--- src/rtl/clkdiv_cfg_seq_pkg.sv ---
// ---------------------------------------------------------------------------
// clkdiv_cfg_seq_pkg
// Shared chip-core clocking definitions used by the divider configuration
// sequencer and anything else that talks to the output clock divider.
//   DIV_W        : width of a divider ratio
//   DIV_BYPASS   : ratio value that puts the divider into bypass
//   seq_state_t  : sequencer state encoding (2-bit)
//   norm_div     : maps a requested ratio of 0 onto bypass (1)
//   norm_step    : maps a ramp step of 0 onto 1
// ---------------------------------------------------------------------------
package clkdiv_cfg_seq_pkg;

    localparam int DIV_W = 16;
    localparam logic [DIV_W-1:0] DIV_BYPASS = 16'd1;

    typedef enum logic [1:0] {
        IDLE  = 2'd0,
        SET_A = 2'd1,
        SET_B = 2'd2,
        RAMP  = 2'd3
    } seq_state_t;

    // A ratio of 0 has no meaning to the divider, so it is treated as bypass.
    function automatic logic [DIV_W-1:0] norm_div(input logic [DIV_W-1:0] d);
        return (d == '0) ? DIV_BYPASS : d;
    endfunction

    // A zero step would stall a ramp forever, so the smallest step is 1.
    function automatic logic [7:0] norm_step(input logic [7:0] s);
        return (s == 8'd0) ? 8'd1 : s;
    endfunction

endpackage

--- src/rtl/clkdiv_cfg_seq_if.sv ---
// ---------------------------------------------------------------------------
// clkdiv_cfg_seq_if
// Bundle between the register block / divider and the configuration
// sequencer.
//   cfg_valid, cfg_div, cfg_ramp, cfg_step : ratio request (master -> slave)
//   cfg_ready                              : request accept (slave -> master)
//   abort                                  : cancel sequence (master -> slave)
//   div_out                                : divider ratio (slave -> divider)
//   busy, done                             : status (slave -> master)
// The sequencer uses the slave modport; the register block side (or a
// testbench) uses the master modport.
// ---------------------------------------------------------------------------
interface clkdiv_cfg_seq_if;
    import clkdiv_cfg_seq_pkg::*;

    logic             cfg_valid;
    logic             cfg_ready;
    logic [DIV_W-1:0] cfg_div;
    logic             cfg_ramp;
    logic [7:0]       cfg_step;
    logic             abort;
    logic [DIV_W-1:0] div_out;
    logic             busy;
    logic             done;

    modport master (
        output cfg_valid,
        output cfg_div,
        output cfg_ramp,
        output cfg_step,
        output abort,
        input  cfg_ready,
        input  div_out,
        input  busy,
        input  done
    );

    modport slave (
        input  cfg_valid,
        input  cfg_div,
        input  cfg_ramp,
        input  cfg_step,
        input  abort,
        output cfg_ready,
        output div_out,
        output busy,
        output done
    );

endinterface

--- src/rtl/clkdiv_cfg_tmr.sv ---
// ---------------------------------------------------------------------------
// clkdiv_cfg_tmr
// Loadable down-counter that times settle windows and ramp dwell periods.
//   clk, rst  : clock and synchronous active-high reset
//   clear     : drop any running count (abort / state exit)
//   load      : start a new count of load_val+1 cycles
//   load_val  : value loaded into the counter
//   running   : a count is in progress (including its expiry cycle)
//   expire    : one-cycle strobe in the last cycle of a count
// A load of N makes expire high during the N+1-th cycle after the load edge,
// so the owner acts on the expiry at exactly N+1 edges after loading.
// ---------------------------------------------------------------------------
module clkdiv_cfg_tmr #(
    parameter int CNT_W = 4
) (
    input  logic             clk,
    input  logic             rst,
    input  logic             clear,
    input  logic             load,
    input  logic [CNT_W-1:0] load_val,
    output logic             running,
    output logic             expire
);

    logic [CNT_W-1:0] cnt;
    logic             armed;

    // Counter state: clear beats load, load beats counting. Once the count
    // reaches zero the timer disarms itself unless reloaded on that same edge.
    always_ff @(posedge clk) begin
        if (rst || clear) begin
            cnt   <= '0;
            armed <= 1'b0;
        end else if (load) begin
            cnt   <= load_val;
            armed <= 1'b1;
        end else if (armed) begin
            if (cnt == '0) begin
                armed <= 1'b0;
            end else begin
                cnt <= cnt - CNT_W'(1);
            end
        end
    end

    assign running = armed;
    assign expire  = armed && (cnt == '0);

endmodule

--- src/rtl/clkdiv_cfg_seq.sv ---
// ---------------------------------------------------------------------------
// clkdiv_cfg_seq
// Configuration sequencer in front of the output clock divider. Accepts
// ratio requests and changes div_out either through a bypass/settle
// sequence (direct) or in dwell-spaced steps (ramp), so the divided clock
// never jumps abruptly.
//   SETTLE_CYC : cycles in each settle window (>= 2)
//   DWELL_CYC  : cycles each intermediate ramp ratio is held (>= 1)
//   clk, rst   : clock and synchronous active-high reset
//   bus        : slave side of clkdiv_cfg_seq_if (request, abort, div_out,
//                busy/done status)
// ---------------------------------------------------------------------------
module clkdiv_cfg_seq
    import clkdiv_cfg_seq_pkg::*;
#(
    parameter int SETTLE_CYC = 4,
    parameter int DWELL_CYC  = 16
) (
    input  logic            clk,
    input  logic            rst,
    clkdiv_cfg_seq_if.slave bus
);

    localparam int TMR_MAX = (SETTLE_CYC > DWELL_CYC) ? SETTLE_CYC : DWELL_CYC;
    localparam int CNT_W   = (TMR_MAX > 2) ? $clog2(TMR_MAX) : 1;
    localparam int XW      = DIV_W + 1;

    localparam logic [CNT_W-1:0] SETTLE_LD = CNT_W'(SETTLE_CYC - 1);
    localparam logic [CNT_W-1:0] DWELL_LD  = CNT_W'(DWELL_CYC - 1);

    seq_state_t       state;
    seq_state_t       state_nxt;
    logic [DIV_W-1:0] div_q;
    logic [DIV_W-1:0] div_nxt;
    logic [DIV_W-1:0] tgt;
    logic [DIV_W-1:0] tgt_nxt;
    logic [7:0]       step;
    logic [7:0]       step_nxt;
    logic             done_q;
    logic             done_nxt;
    logic             eq_pend;
    logic             eq_pend_nxt;

    logic             tmr_clear;
    logic             tmr_load;
    logic [CNT_W-1:0] tmr_val;
    logic             tmr_running;
    logic             tmr_expire;

    logic [DIV_W-1:0] req_tgt;
    logic [XW-1:0]    cur_x;
    logic [XW-1:0]    tgt_x;
    logic [XW-1:0]    step_x;
    logic [XW-1:0]    gap;
    logic [XW-1:0]    mag;
    logic [XW-1:0]    ramp_x;
    logic             ramp_up;
    logic             ramp_hit;

    clkdiv_cfg_tmr #(
        .CNT_W (CNT_W)
    ) u_tmr (
        .clk      (clk),
        .rst      (rst),
        .clear    (tmr_clear),
        .load     (tmr_load),
        .load_val (tmr_val),
        .running  (tmr_running),
        .expire   (tmr_expire)
    );

    assign req_tgt = norm_div(bus.cfg_div);

    // Ramp step arithmetic. Everything is one bit wider than a ratio so a
    // step above 0xFFFF cannot wrap; the step is limited to the remaining
    // gap, which makes the last update land exactly on the target.
    always_comb begin
        cur_x   = {1'b0, div_q};
        tgt_x   = {1'b0, tgt};
        step_x  = XW'(step);
        ramp_up = (tgt_x > cur_x);
        gap     = ramp_up ? (tgt_x - cur_x) : (cur_x - tgt_x);
        mag     = (step_x < gap) ? step_x : gap;
        ramp_x  = ramp_up ? (cur_x + mag) : (cur_x - mag);
        ramp_hit = (ramp_x == tgt_x);
    end

    // State register.
    always_ff @(posedge clk) begin
        if (rst) begin
            state <= IDLE;
        end else begin
            state <= state_nxt;
        end
    end

    // Next-state and datapath decisions. Abort from any busy state wins over
    // everything else. SET_A starts its settle timer on its first cycle
    // rather than at acceptance, which gives the divider one extra bypass
    // cycle before the settle window is counted.
    always_comb begin
        state_nxt   = state;
        div_nxt     = div_q;
        tgt_nxt     = tgt;
        step_nxt    = step;
        done_nxt    = 1'b0;
        eq_pend_nxt = 1'b0;
        tmr_clear   = 1'b0;
        tmr_load    = 1'b0;
        tmr_val     = SETTLE_LD;

        if (bus.abort && (state != IDLE)) begin
            state_nxt = IDLE;
            div_nxt   = DIV_BYPASS;
            tmr_clear = 1'b1;
        end else begin
            unique case (state)
                IDLE: begin
                    done_nxt = eq_pend;
                    if (bus.abort) begin
                        div_nxt = DIV_BYPASS;
                    end else if (bus.cfg_valid) begin
                        tgt_nxt  = req_tgt;
                        step_nxt = norm_step(bus.cfg_step);
                        if (req_tgt == div_q) begin
                            eq_pend_nxt = 1'b1;
                        end else if (!bus.cfg_ramp || (div_q <= DIV_BYPASS) ||
                                     (req_tgt <= DIV_BYPASS)) begin
                            state_nxt = SET_A;
                            div_nxt   = DIV_BYPASS;
                        end else begin
                            state_nxt = RAMP;
                            tmr_load  = 1'b1;
                            tmr_val   = DWELL_LD;
                        end
                    end
                end
                SET_A: begin
                    div_nxt = DIV_BYPASS;
                    if (tmr_expire) begin
                        state_nxt = SET_B;
                        div_nxt   = tgt;
                        tmr_load  = 1'b1;
                        tmr_val   = SETTLE_LD;
                    end else if (!tmr_running) begin
                        tmr_load = 1'b1;
                        tmr_val  = SETTLE_LD;
                    end
                end
                SET_B: begin
                    if (tmr_expire) begin
                        state_nxt = IDLE;
                        done_nxt  = 1'b1;
                    end
                end
                RAMP: begin
                    if (tmr_expire) begin
                        div_nxt = ramp_x[DIV_W-1:0];
                        if (ramp_hit) begin
                            state_nxt = IDLE;
                            done_nxt  = 1'b1;
                        end else begin
                            tmr_load = 1'b1;
                            tmr_val  = DWELL_LD;
                        end
                    end
                end
            endcase
        end
    end

    // Registered outputs and request capture.
    always_ff @(posedge clk) begin
        if (rst) begin
            div_q   <= DIV_BYPASS;
            tgt     <= DIV_BYPASS;
            step    <= 8'd1;
            done_q  <= 1'b0;
            eq_pend <= 1'b0;
        end else begin
            div_q   <= div_nxt;
            tgt     <= tgt_nxt;
            step    <= step_nxt;
            done_q  <= done_nxt;
            eq_pend <= eq_pend_nxt;
        end
    end

    assign bus.div_out   = div_q;
    assign bus.done      = done_q;
    assign bus.busy      = (state != IDLE);
    assign bus.cfg_ready = (state == IDLE) && !bus.abort;

endmodule

--- src/flat_wrapper.sv ---
// flat-port wrapper written by rule: the top's interface ports become plain ports
module clkdiv_cfg_seq_flat import clkdiv_cfg_seq_pkg::*;
#(
    parameter int SETTLE_CYC = 4,
    parameter int DWELL_CYC  = 16
)
  (clk, rst, bus_cfg_valid, bus_cfg_div, bus_cfg_ramp, bus_cfg_step, bus_abort, bus_cfg_ready, bus_div_out, bus_busy, bus_done);
  clkdiv_cfg_seq_if bus_i ();
  input  logic clk;
  input  logic rst;
  input wire logic [$bits(bus_i.cfg_valid)-1:0] bus_cfg_valid;
  input wire logic [$bits(bus_i.cfg_div)-1:0] bus_cfg_div;
  input wire logic [$bits(bus_i.cfg_ramp)-1:0] bus_cfg_ramp;
  input wire logic [$bits(bus_i.cfg_step)-1:0] bus_cfg_step;
  input wire logic [$bits(bus_i.abort)-1:0] bus_abort;
  output wire logic [$bits(bus_i.cfg_ready)-1:0] bus_cfg_ready;
  output wire logic [$bits(bus_i.div_out)-1:0] bus_div_out;
  output wire logic [$bits(bus_i.busy)-1:0] bus_busy;
  output wire logic [$bits(bus_i.done)-1:0] bus_done;
  assign bus_i.cfg_valid = bus_cfg_valid;
  assign bus_i.cfg_div = bus_cfg_div;
  assign bus_i.cfg_ramp = bus_cfg_ramp;
  assign bus_i.cfg_step = bus_cfg_step;
  assign bus_i.abort = bus_abort;
  assign bus_cfg_ready = bus_i.cfg_ready;
  assign bus_div_out = bus_i.div_out;
  assign bus_busy = bus_i.busy;
  assign bus_done = bus_i.done;
  clkdiv_cfg_seq #(.SETTLE_CYC(SETTLE_CYC), .DWELL_CYC(DWELL_CYC)) u_core (.clk(clk), .rst(rst), .bus(bus_i));
endmodule
--- config.mk ---
export PLATFORM = sky130hd
export DESIGN_NAME = clkdiv_cfg_seq_flat
export DESIGN_NICKNAME = d
export VERILOG_FILES = /design/src/rtl/clkdiv_cfg_seq_pkg.sv /design/src/rtl/clkdiv_cfg_seq_if.sv /design/src/rtl/clkdiv_cfg_tmr.sv /design/src/rtl/clkdiv_cfg_seq.sv /design/src/flat_wrapper.sv
export SDC_FILE = /design/constraint.sdc
export NUM_CORES = 1
export LEC_CHECK = 0
export CORE_MARGIN = 2
export CORE_UTILIZATION = 39
export CTS_CLUSTER_DIAMETER = 60
export DETAILED_ROUTE_END_ITERATION = 16
export PLACE_DENSITY = 0.63
export SYNTH_ARGS = -nofsm -noshare
export SYNTH_HDL_FRONTEND = slang
export SYNTH_SLANG_ARGS = --single-unit
--- constraint.sdc ---
create_clock -name clk -period 11.25 [get_ports clk]
set_input_delay 2.25 -clock clk [delete_from_list [all_inputs] [get_ports clk]]
set_output_delay 2.25 -clock clk [all_outputs]
set_load 0.01 [all_outputs]
Yosys cells after proc, flatten, opt, wreduce, memory -nomap -nowiden --
Cells that the tools add are included.
Storage, ports and cells: output and inout port bits 19, register bits 49
Operators by class: equal/unequal tests 16, multiplexer cells 51, magnitude comparators 4, add/subtract/negate cells 5, bitwise operators 4, reductions and logical operators 21
Operators by type and width (count):
- 16-bit two-way mux | 7
- 17-bit two-way mux | 3
- 16-bit case mux with 3 select lines | 1
- 4-bit two-way mux | 10
- 16-bit by 16-bit subtractor with 17-bit output | 2
- 16-bit by 1-bit less-or-equal comparator with 1-bit output (second input constant) | 2
- 16-bit by 17-bit adder with 17-bit output | 1
- 17-bit by 16-bit == test with 1-bit output | 1
- 8-bit by 17-bit < comparator with 1-bit output | 1
- 1-bit two-way mux | 17
- 16-bit by 17-bit subtractor with 17-bit output | 1
- 16-bit == test | 1
- 16-bit greater-than comparator | 1
- 16-bit zero test | 1
- 2-bit two-way mux | 8
- 2-bit by 1-bit != test with 1-bit output (second input constant) | 5
- 8-bit zero test | 1
- 8-bit two-way mux | 1
- 2-bit case mux with 4 select lines | 1
- 4-bit case mux with 2 select lines | 1
- 7-bit AND reduction | 1
- 2-bit != test (second input constant) | 3
- 3-bit != test (second input constant) | 2
- 1-bit case mux with 3 select lines | 2
- 17 further kinds | 27

Depth between registers and ports, before layout --
Gate-level depths: netlist of the first run.
word-level depth 13, depth in mapped cells 44, mapped depth without buffers 41

Hierarchy --
From an unflattened synthesis of the first run, not the netlist that was laid out.
Second synthesis, totals: cells, all modules 862, area total of the unflattened synthesis 6241.0 µm²
By module, submodules not included:
- clkdiv_cfg_seq | cells each 827, instances 1, area each 5953.2 µm², sequential area each 880.8 µm²
- clkdiv_cfg_tmr | cells each 35, instances 1, area each 287.8 µm², sequential area each 100.1 µm²

Worst setup path before layout of the first run --
No wires, ideal clock.
path kind register to register, start register u_core.div_q[10], in the netlist u_core.bus.div_out[10], end register u_core.u_tmr.cnt[3], stages on the path, launching flop included 44, setup time 95 ps, setup slack 2106 ps, path buffers 2, arrival time 9048 ps, cells stage by stage dfxtp_1 > inv_1 > ha_1 > buf_2 > a21oi_1 > o21ai_2 > a221o_1 > o21ai_4 > mux2i_1 > xor2_1 > inv_1 > ha_1 > o21ai_0 > nand2b_1 > a21oi_1 > a31oi_1 > o21ai_0 > or4_4 > [8 not listed] > nor3_1 > and3_1 > a21oi_1 > nand2b_1 > ha_1 > o21a_1 > o21ai_0 > a2111oi_0 > nand4_1 > or4_1 > nor4_1 > nand4_1 > a2111o_1 > nor3_1 > nor3b_1 > o31ai_1 > or4_1 > o311ai_1
On the way: cells in the longest elaborated chain, start to end 13, elaborated cells between the ends (all ways) 34, those cells by class add/sub (4); order compare (3); eq/ne (3); mux (20); reduce/logical (4)
Ends and longest elaborated chain:
- start: declaration | line clkdiv_cfg_seq.sv:33 | logic [DIV_W-1:0] div_q;
- start signal: assignment | line clkdiv_cfg_seq.sv:181 | div_q <= div_nxt;
- 16-bit by 16-bit subtractor with 17-bit output / 16-bit greater-than comparator (equally long branches) | line clkdiv_cfg_seq.sv:82, clkdiv_cfg_seq.sv:81
- 17-bit two-way mux | line clkdiv_cfg_seq.sv:82 | gap = ramp_up ? (tgt_x - cur_x) : (cur_x - tgt_x);
- 8-bit by 17-bit < comparator with 1-bit output | line clkdiv_cfg_seq.sv:83 | mag = (step_x < gap) ? step_x : gap;
- 17-bit two-way mux | line clkdiv_cfg_seq.sv:83
- 16-bit by 17-bit subtractor with 17-bit output / 16-bit by 17-bit adder with 17-bit output (equally long branches) | line clkdiv_cfg_seq.sv:84 | ramp_x = ramp_up ? (cur_x + mag) : (cur_x - mag);
- 17-bit two-way mux | line clkdiv_cfg_seq.sv:84
- 17-bit by 16-bit == test with 1-bit output | line clkdiv_cfg_seq.sv:85 | ramp_hit = (ramp_x == tgt_x);
- 1-bit two-way mux | line clkdiv_cfg_seq.sv:159 | if (ramp_hit) begin
- 1-bit two-way mux | line clkdiv_cfg_seq.sv:157 | if (tmr_expire) begin
- 1-bit case mux with 3 select lines | line clkdiv_cfg_seq.sv:117 | unique case (state)
- 1-bit two-way mux | line clkdiv_cfg_seq.sv:112 | if (bus.abort && (state != IDLE)) begin
- 2-bit by 1-bit != test with 1-bit output (no line) / 2-bit nonzero test (equally long branches)
- 2-bit AND reduction (no line)
- end signal: assignment | line clkdiv_cfg_tmr.sv:35 | cnt <= load_val;
- end signal: assignment | line clkdiv_cfg_tmr.sv:41 | cnt <= cnt - CNT_W'(1);
- end: declaration | line clkdiv_cfg_tmr.sv:25 | logic [CNT_W-1:0] cnt;
Several ways; a longest one is shown, not always the timed one. A chain may end at the register's enable or synchronous reset.

Worst setup path after layout of the first run --
start register u_core.div_q[8], in the netlist u_core.bus.div_out[8], end register u_core.u_tmr.cnt[3]
Same word-level chain as after synthesis.

==> flow_summary_export.csv, run 1 <==
group,metric,value,unit
global_route,grt_usage,25.1,%
clock_tree,post_cts_resized,0,
flow_run,drv_cap,0,
clock_tree,root_buffer,"clkbuf_16",
clock_tree,cts_hold_buf,0,
synthesis,synth_cells,853,
worst_hold_path,min_to,"u_core.tgt[12]$_SDFFE_PP0P_",
synthesis,synth_edf_count,0,
clock_tree,cts_tree,"done",
die,design.portCount,48,
global_route,grt_max_degree,33,
die,dieHeight,131,µm
clock_tree,clk_latency,0.30,ns
die,std_cell_rows,46,
clock_tree,htree_levels,2,
sta,drv_slew,0,
synthesis,yosysSeqAreaShare,15.7,%
sta,worst_pin_slew,1.14,ns
synthesis,syn_nets,947,
setup_path,cp_slowest_cell,"or4_4",
setup_path,timing.rr.start,"u_core.bus.div_out[8]$_SDFFE_PP0P_",
die,die_w,131,µm
die,start_util,39.7,%
synthesis,ys_ff_latch,49,
synthesis,synthFlopType,"dfxtp_1",
layout,seq_area,981,µm²
layout,final_layout_size_suffix_gt1_share,5.44,%
layout,diodes,0,
setup_path,reg2reg_depth,41,
route,wire_per_inst,19.2,µm
synthesis,synth_top_area_share,15.7,%
place,port_buffers,47,
die,core_area,15800,µm²
setup_path,required,11.46,ns
global_route,antenna_found_initial,0,
global_route,grt_overflow,0,
setup_path,cp-end-kind,"flip-flop",
setup_path,worst_r2r_endpoint,"u_core.u_tmr.cnt[3]$_SDFFE_PP0P_",
setup_path,path_max_fanout,10,
synthesis,synth_top_area_cell,"dfxtp_1",
clock_tree,numCtsBuffers,5,
route,drt_pre_antenna_iters,5,
setup_path,worstPathArrival,10.64,ns
sta,hold_viol,0,
sta,fin_skew,0.00473,ns
sta,fmax,95.9,MHz
sta,relSlewSlack,23.5,%
synthesis,synth_cell_type_count,77,
run_status,status,"completed",
place,gp_congestion,0.928,
worst_hold_path,worstHoldPathType,"reg2reg",
setup_path,slowest_delay,0.57,ns
route,drc_errors,0,
sta,min_period,10.43,ns
global_route,grt_pass1_vias,6070,
global_route,grt_pass1_wl,33000,µm
setup_path,cp.depth,41,
route,drtIter0Drc,573,
route,drtAntennaViolNets,0,
clock_tree,post-cts-setup-buffers,0,
layout,multiInputGateArea,4890,µm²
synthesis,synth_area,6270,µm²
route,viasPerCell,5.95,
layout,syn2layout_area_growth,13.4,%
sta,fin_crit_sh,92.7,%
layout,nFillCells,1642,
setup_path,start_kind,"flip-flop",
route,vias,6537,
setup_path,worstSetupPathType,"reg2reg",
route,routed_wl,21100,µm
sta,rsz0062_at_grt,"false",
setup_path,crit_family,"simple AND/OR/NAND/NOR gates",
place,hpwl,16800,µm
clock_tree,clk_path_buf_depth,2,
worst_hold_path,hold_depth,2,
synthesis,synthArstFlopShare,0,%
worst_hold_path,hold_start,"u_core.tgt[12]$_SDFFE_PP0P_",
sta,setup_viol,0,
synthesis,synth.avg_cell_area,7.35,µm²
synthesis,ys_top_cells_by_area,"dfxtp_1 (16%), ha_1 (12%), a21oi_1 (6.9%)",
die,die-area,17100,µm²
synthesis,ys_warn_count,0,
clock_tree,cts_sinks,49,
clock_tree,cts.clk_slew.worst_paths,0.07,ns
setup_path,rrSetupSlack,0.82,ns
layout,nNetsFinal,975,
sta,fin_tns_setup,0,ns
setup_path,cp_num_buf_inv,4,
-- stage by stage --
stage                     util [%]  instances  setup WS, ns  area, µm²  hold slack [ns]
after floorplan                  -        853          2.11       6270            0.463
after global placement        44.0       1090         0.953       6930            0.511
after detailed placement      44.0       1090         0.861       6930            0.511
after CTS                     45.0       1098         0.799       7100            0.521
after global routing          45.1       1098        0.0932       7110            0.555
final                         45.1       1098         0.818       7110            0.528
-- sequential cells by signal, summed over array words and instances, names as in the netlist --
| name | count |
|---|---|
| u_core.bus.done | 1 |
| u_core.u_tmr.running | 1 |
| u_core.state | 2 |
| u_core.tgt | 16 |
| u_core.u_tmr.cnt | 4 |
| u_core.bus.div_out | 16 |
| u_core.step | 8 |
| u_core.eq_pend | 1 |
-- worst max path at each step --
| stage | to | start | slack, ns |
|---|---|---|---|
| after global routing | u_core.u_tmr.cnt[3]$_SDFFE_PP0P_ | u_core.bus.div_out[8]$_SDFFE_PP0P_ | 0.09 |
| after floorplan | u_core.u_tmr.cnt[3]$_SDFFE_PP0P_ | u_core.bus.div_out[10]$_SDFFE_PP0P_ | 2.11 |
| after detailed placement | u_core.u_tmr.cnt[3]$_SDFFE_PP0P_ | u_core.bus.div_out[8]$_SDFFE_PP0P_ | 0.86 |
| after CTS | u_core.u_tmr.cnt[3]$_SDFFE_PP0P_ | u_core.bus.div_out[8]$_SDFFE_PP0P_ | 0.80 |
| final | u_core.u_tmr.cnt[3]$_SDFFE_PP0P_ | u_core.bus.div_out[8]$_SDFFE_PP0P_ | 0.82 |
| after global placement | u_core.u_tmr.cnt[3]$_SDFFE_PP0P_ | u_core.bus.div_out[8]$_SDFFE_PP0P_ | 0.95 |
-- layout by cell type, fill, tap and decap left out, drive strengths merged, types with 11 or more instances in the layout --
master / instances
o21a: 16
dfxtp: 49
clkdlybuf4s50: 47
o21ai: 50
inv: 65
nand2b: 11
xor2: 24
buf: 11
nor3: 20
a21oi: 89
nor2b: 11
and3: 13
a21o: 15
ha: 62
nor4: 18
nand4: 16
a211oi: 18
xnor2: 31
a22oi: 13
nand2: 84
nor2: 67
nand3: 11
-- tightest hold or removal path, stage by stage (launching register included) --
cell	delay, ns
dfxtp_1	0.35
nand2_1	0.07
a21oi_1	0.06
-- layout make-up --
cell class	instances	share of cell area, %
timing repair buffer	58	7.78
multi-input combinational	703	68.9
clock inverter	3	0.616
sequential	49	13.8
tap	216	3.80
inverter	64	3.38
clock buffer	5	1.76
-- kinds of logic (layout without fill, tap and decap cells) --
family / after synthesis / in the layout / synth area share [%]
AND/OR/NAND/NOR: 293 / 293 / 24.1
AO/OA/AOI/OAI: 277 / 277 / 29.8
buffers and inverters: 101 / 130 / 6.45
adder cells (fa/ha/maj): 65 / 65 / 13.3
XOR/XNOR: 59 / 59 / 9.12
flip-flops: 49 / 49 / 15.7
multiplexers: 9 / 9 / 1.50
-- cells in the mapped netlist, types with 8 or more instances --
cell type / n
a211oi_1: 18
a21o_1: 15
a21oi_1: 86
a22oi_1: 13
a31oi_1: 8
and2_1: 10
and3_1: 13
buf_2: 11
clkbuf_1: 21
dfxtp_1: 49
ha_1: 62
inv_1: 64
mux2i_1: 8
nand2_1: 84
nand2b_1: 11
nand3_1: 11
nand4_1: 13
nor2_1: 67
nor2b_1: 11
nor3_1: 20
nor4_1: 16
o21a_1: 16
o21ai_0: 46
o221ai_1: 8
xnor2_1: 31
xor2_1: 24
-- routing by layer --
metal / global-route usage, % / part of all wire [%]
met2: 41.2 / 45
met4: 5.32 / 1.6
met1: 35.0 / 46
met5: 0 / 0
met3: 3.71 / 7.3
Power of run 1 is left out: the tool's default activity adds up to more than one toggle a clock period on the data nets, which glitch-free logic cannot reach.
==> run 2: changes to the inputs <==
Settings changed: CORE_UTILIZATION 39 to 35, PLACE_DENSITY 0.63 to 0.58.
==> run 2 against run 1 <==
  * Sequential cell count stayed put
  * Die area is 11% higher
  * First-iteration DRC count is 16% higher
  * Worst setup slack better by 0.27 ns
  * Critical path depth is 1 lower
  * Routed wire length is 1.2% higher
  * Via count stayed put
  * Sequential share of layout area hardly changed
  * Global-route usage is 2.1 points lower
  * Non-clock buffer count is 2 higher
  * Register-to-register slack better by 0.27 ns
  * Largest cell class unchanged
==> flow_summary_export.csv, run 2 (synthesis gave the netlist of run 1 again) <==
group,metric,value,unit
run_status,status,"completed",
place,hpwl,16900,µm
clock_tree,cts.clk_slew.worst_paths,0.07,ns
route,routed_wl,21400,µm
sta,worst_pin_slew,1.18,ns
global_route,grt_pass1_vias,6132,
flow_run,drv_cap,0,
sta,fin_tns_setup,0,ns
global_route,grt_overflow,0,
worst_hold_path,worstHoldPathType,"reg2reg",
die,design.portCount,48,
sta,hold_viol,0,
sta,setup_viol,0,
clock_tree,cts_sinks,49,
layout,nNetsFinal,977,
layout,final_cell_mix,"a21oi_1 (86), nand2_1 (84), nor2_1 (67), inv_1 (64), ha_1 (62)",
layout,syn2layout_area_growth,13.5,%
route,wire_per_inst,19.3,µm
clock_tree,post-cts-setup-buffers,0,
die,start_util,36.0,%
clock_tree,cts_tree,"done",
clock_tree,root_buffer,"clkbuf_16",
sta,relSlewSlack,20.9,%
setup_path,slowest_delay,0.54,ns
sta,fmax,98.4,MHz
setup_path,required,11.45,ns
setup_path,worstSetupPathType,"reg2reg",
layout,diodes,0,
clock_tree,numCtsBuffers,5,
die,core_area,17400,µm²
setup_path,cp-end-kind,"flip-flop",
route,drt_pre_antenna_iters,7,
sta,fin_ws,1.09,ns
clock_tree,clk_path_buf_depth,2,
route,drc_errors,0,
layout,nFillCells,1825,
route,drtIter0Drc,662,
route,drtAntennaViolNets,0,
clock_tree,post_cts_resized,0,
clock_tree,htree_levels,2,
sta,min_period,10.16,ns
global_route,grt_usage,23.0,%
place,pre_cts_ws,0.934,ns
layout,final_layout_size_suffix_gt1_share,5.32,%
sta,drv_slew,0,
setup_path,path_common_cell,"ha_1",
die,std_cell_rows,48,
global_route,grt_max_degree,33,
clock_tree,clk_latency,0.30,ns
setup_path,start_kind,"flip-flop",
setup_path,cp_slowest_cell,"or4_4",
sta,fin_skew,0.00799,ns
sta,rsz0062_at_grt,"false",
place,gp_congestion,0.984,
die,die-area,19000,µm²
clock_tree,cts_hold_buf,0,
global_route,grt_pass1_wl,33700,µm
die,die_w,138,µm
setup_path,path_max_fanout,12,
place,port_buffers,47,
setup_path,worstPathArrival,10.36,ns
sta,fin_crit_sh,90.3,%
route,vias,6537,
route,viasPerCell,5.89,
die,dieHeight,138,µm
global_route,antenna_found_initial,0,
layout,layout_commonest_cell,"a21oi_1",
[run 2: final timing paths]
kind / cells after the start / start / slack, ns / to
max: 40 / u_core.bus.div_out[12]$_SDFFE_PP0P_ / 1.09 / u_core.u_tmr.cnt[3]$_SDFFE_PP0P_
min: 2 / u_core.tgt[12]$_SDFFE_PP0P_ / 0.52 / u_core.tgt[12]$_SDFFE_PP0P_
max reg2reg: 40 / u_core.bus.div_out[12]$_SDFFE_PP0P_ / 1.09 / u_core.u_tmr.cnt[3]$_SDFFE_PP0P_
min reg2reg: 2 / u_core.tgt[12]$_SDFFE_PP0P_ / 0.52 / u_core.tgt[12]$_SDFFE_PP0P_
[run 2: metal layers]
layer,GRT usage (%),wire length [µm],vias to the layer above
met4,7.37,640,0
met5,0,0,-
met3,1.99,1360,40
met1,32.9,10100,3070
li1,-,-,3172
met2,36.3,9240,255
[run 2: layout make-up]
class	instances	area, µm²	area share [%]
flip-flops and latches	49	981	13.8
clock inverters	1	7.51	0.106
well taps	225	282	3.96
inverters	64	240	3.38
clock buffers	7	133	1.87
multi-input cells	703	4900	68.9
repair buffers	60	568	7.99
[run 2: metrics by stage]
| step | util [%] | cell area [µm²] | hold WS, ns | instances |
|---|---|---|---|---|
| floorplan | - | 6270 | 0.463 | 853 |
| global placement | 39.9 | 6950 | 0.507 | 1098 |
| detailed placement | 39.9 | 6950 | 0.506 | 1098 |
| CTS | 40.7 | 7090 | 0.518 | 1106 |
| global route | 40.8 | 7110 | 0.552 | 1109 |
| finish | 40.8 | 7110 | 0.518 | 1109 |
[run 2: critical path: cells and delay by family (launching register included)]
kind,cells,cell delay (ns)
AOI/OAI and AO/OA,16,3.64
xor gates and xnor gates,1,0.34
adders and majority gates,4,1.21
buffers and inverters,4,0.38
DFF,1,0.48
muxes,1,0.25
and+or+nand+nor,14,3.74
Power of run 2 is left out for the same reason.
==> run 3: changes to the inputs <==
Settings changed: SETUP_SLACK_MARGIN from default to 0.02.
==> results of run 3 <==
The final DEF is identical to that of run 2; final timing and power are the same.
Power of run 3 is left out for the same reason.
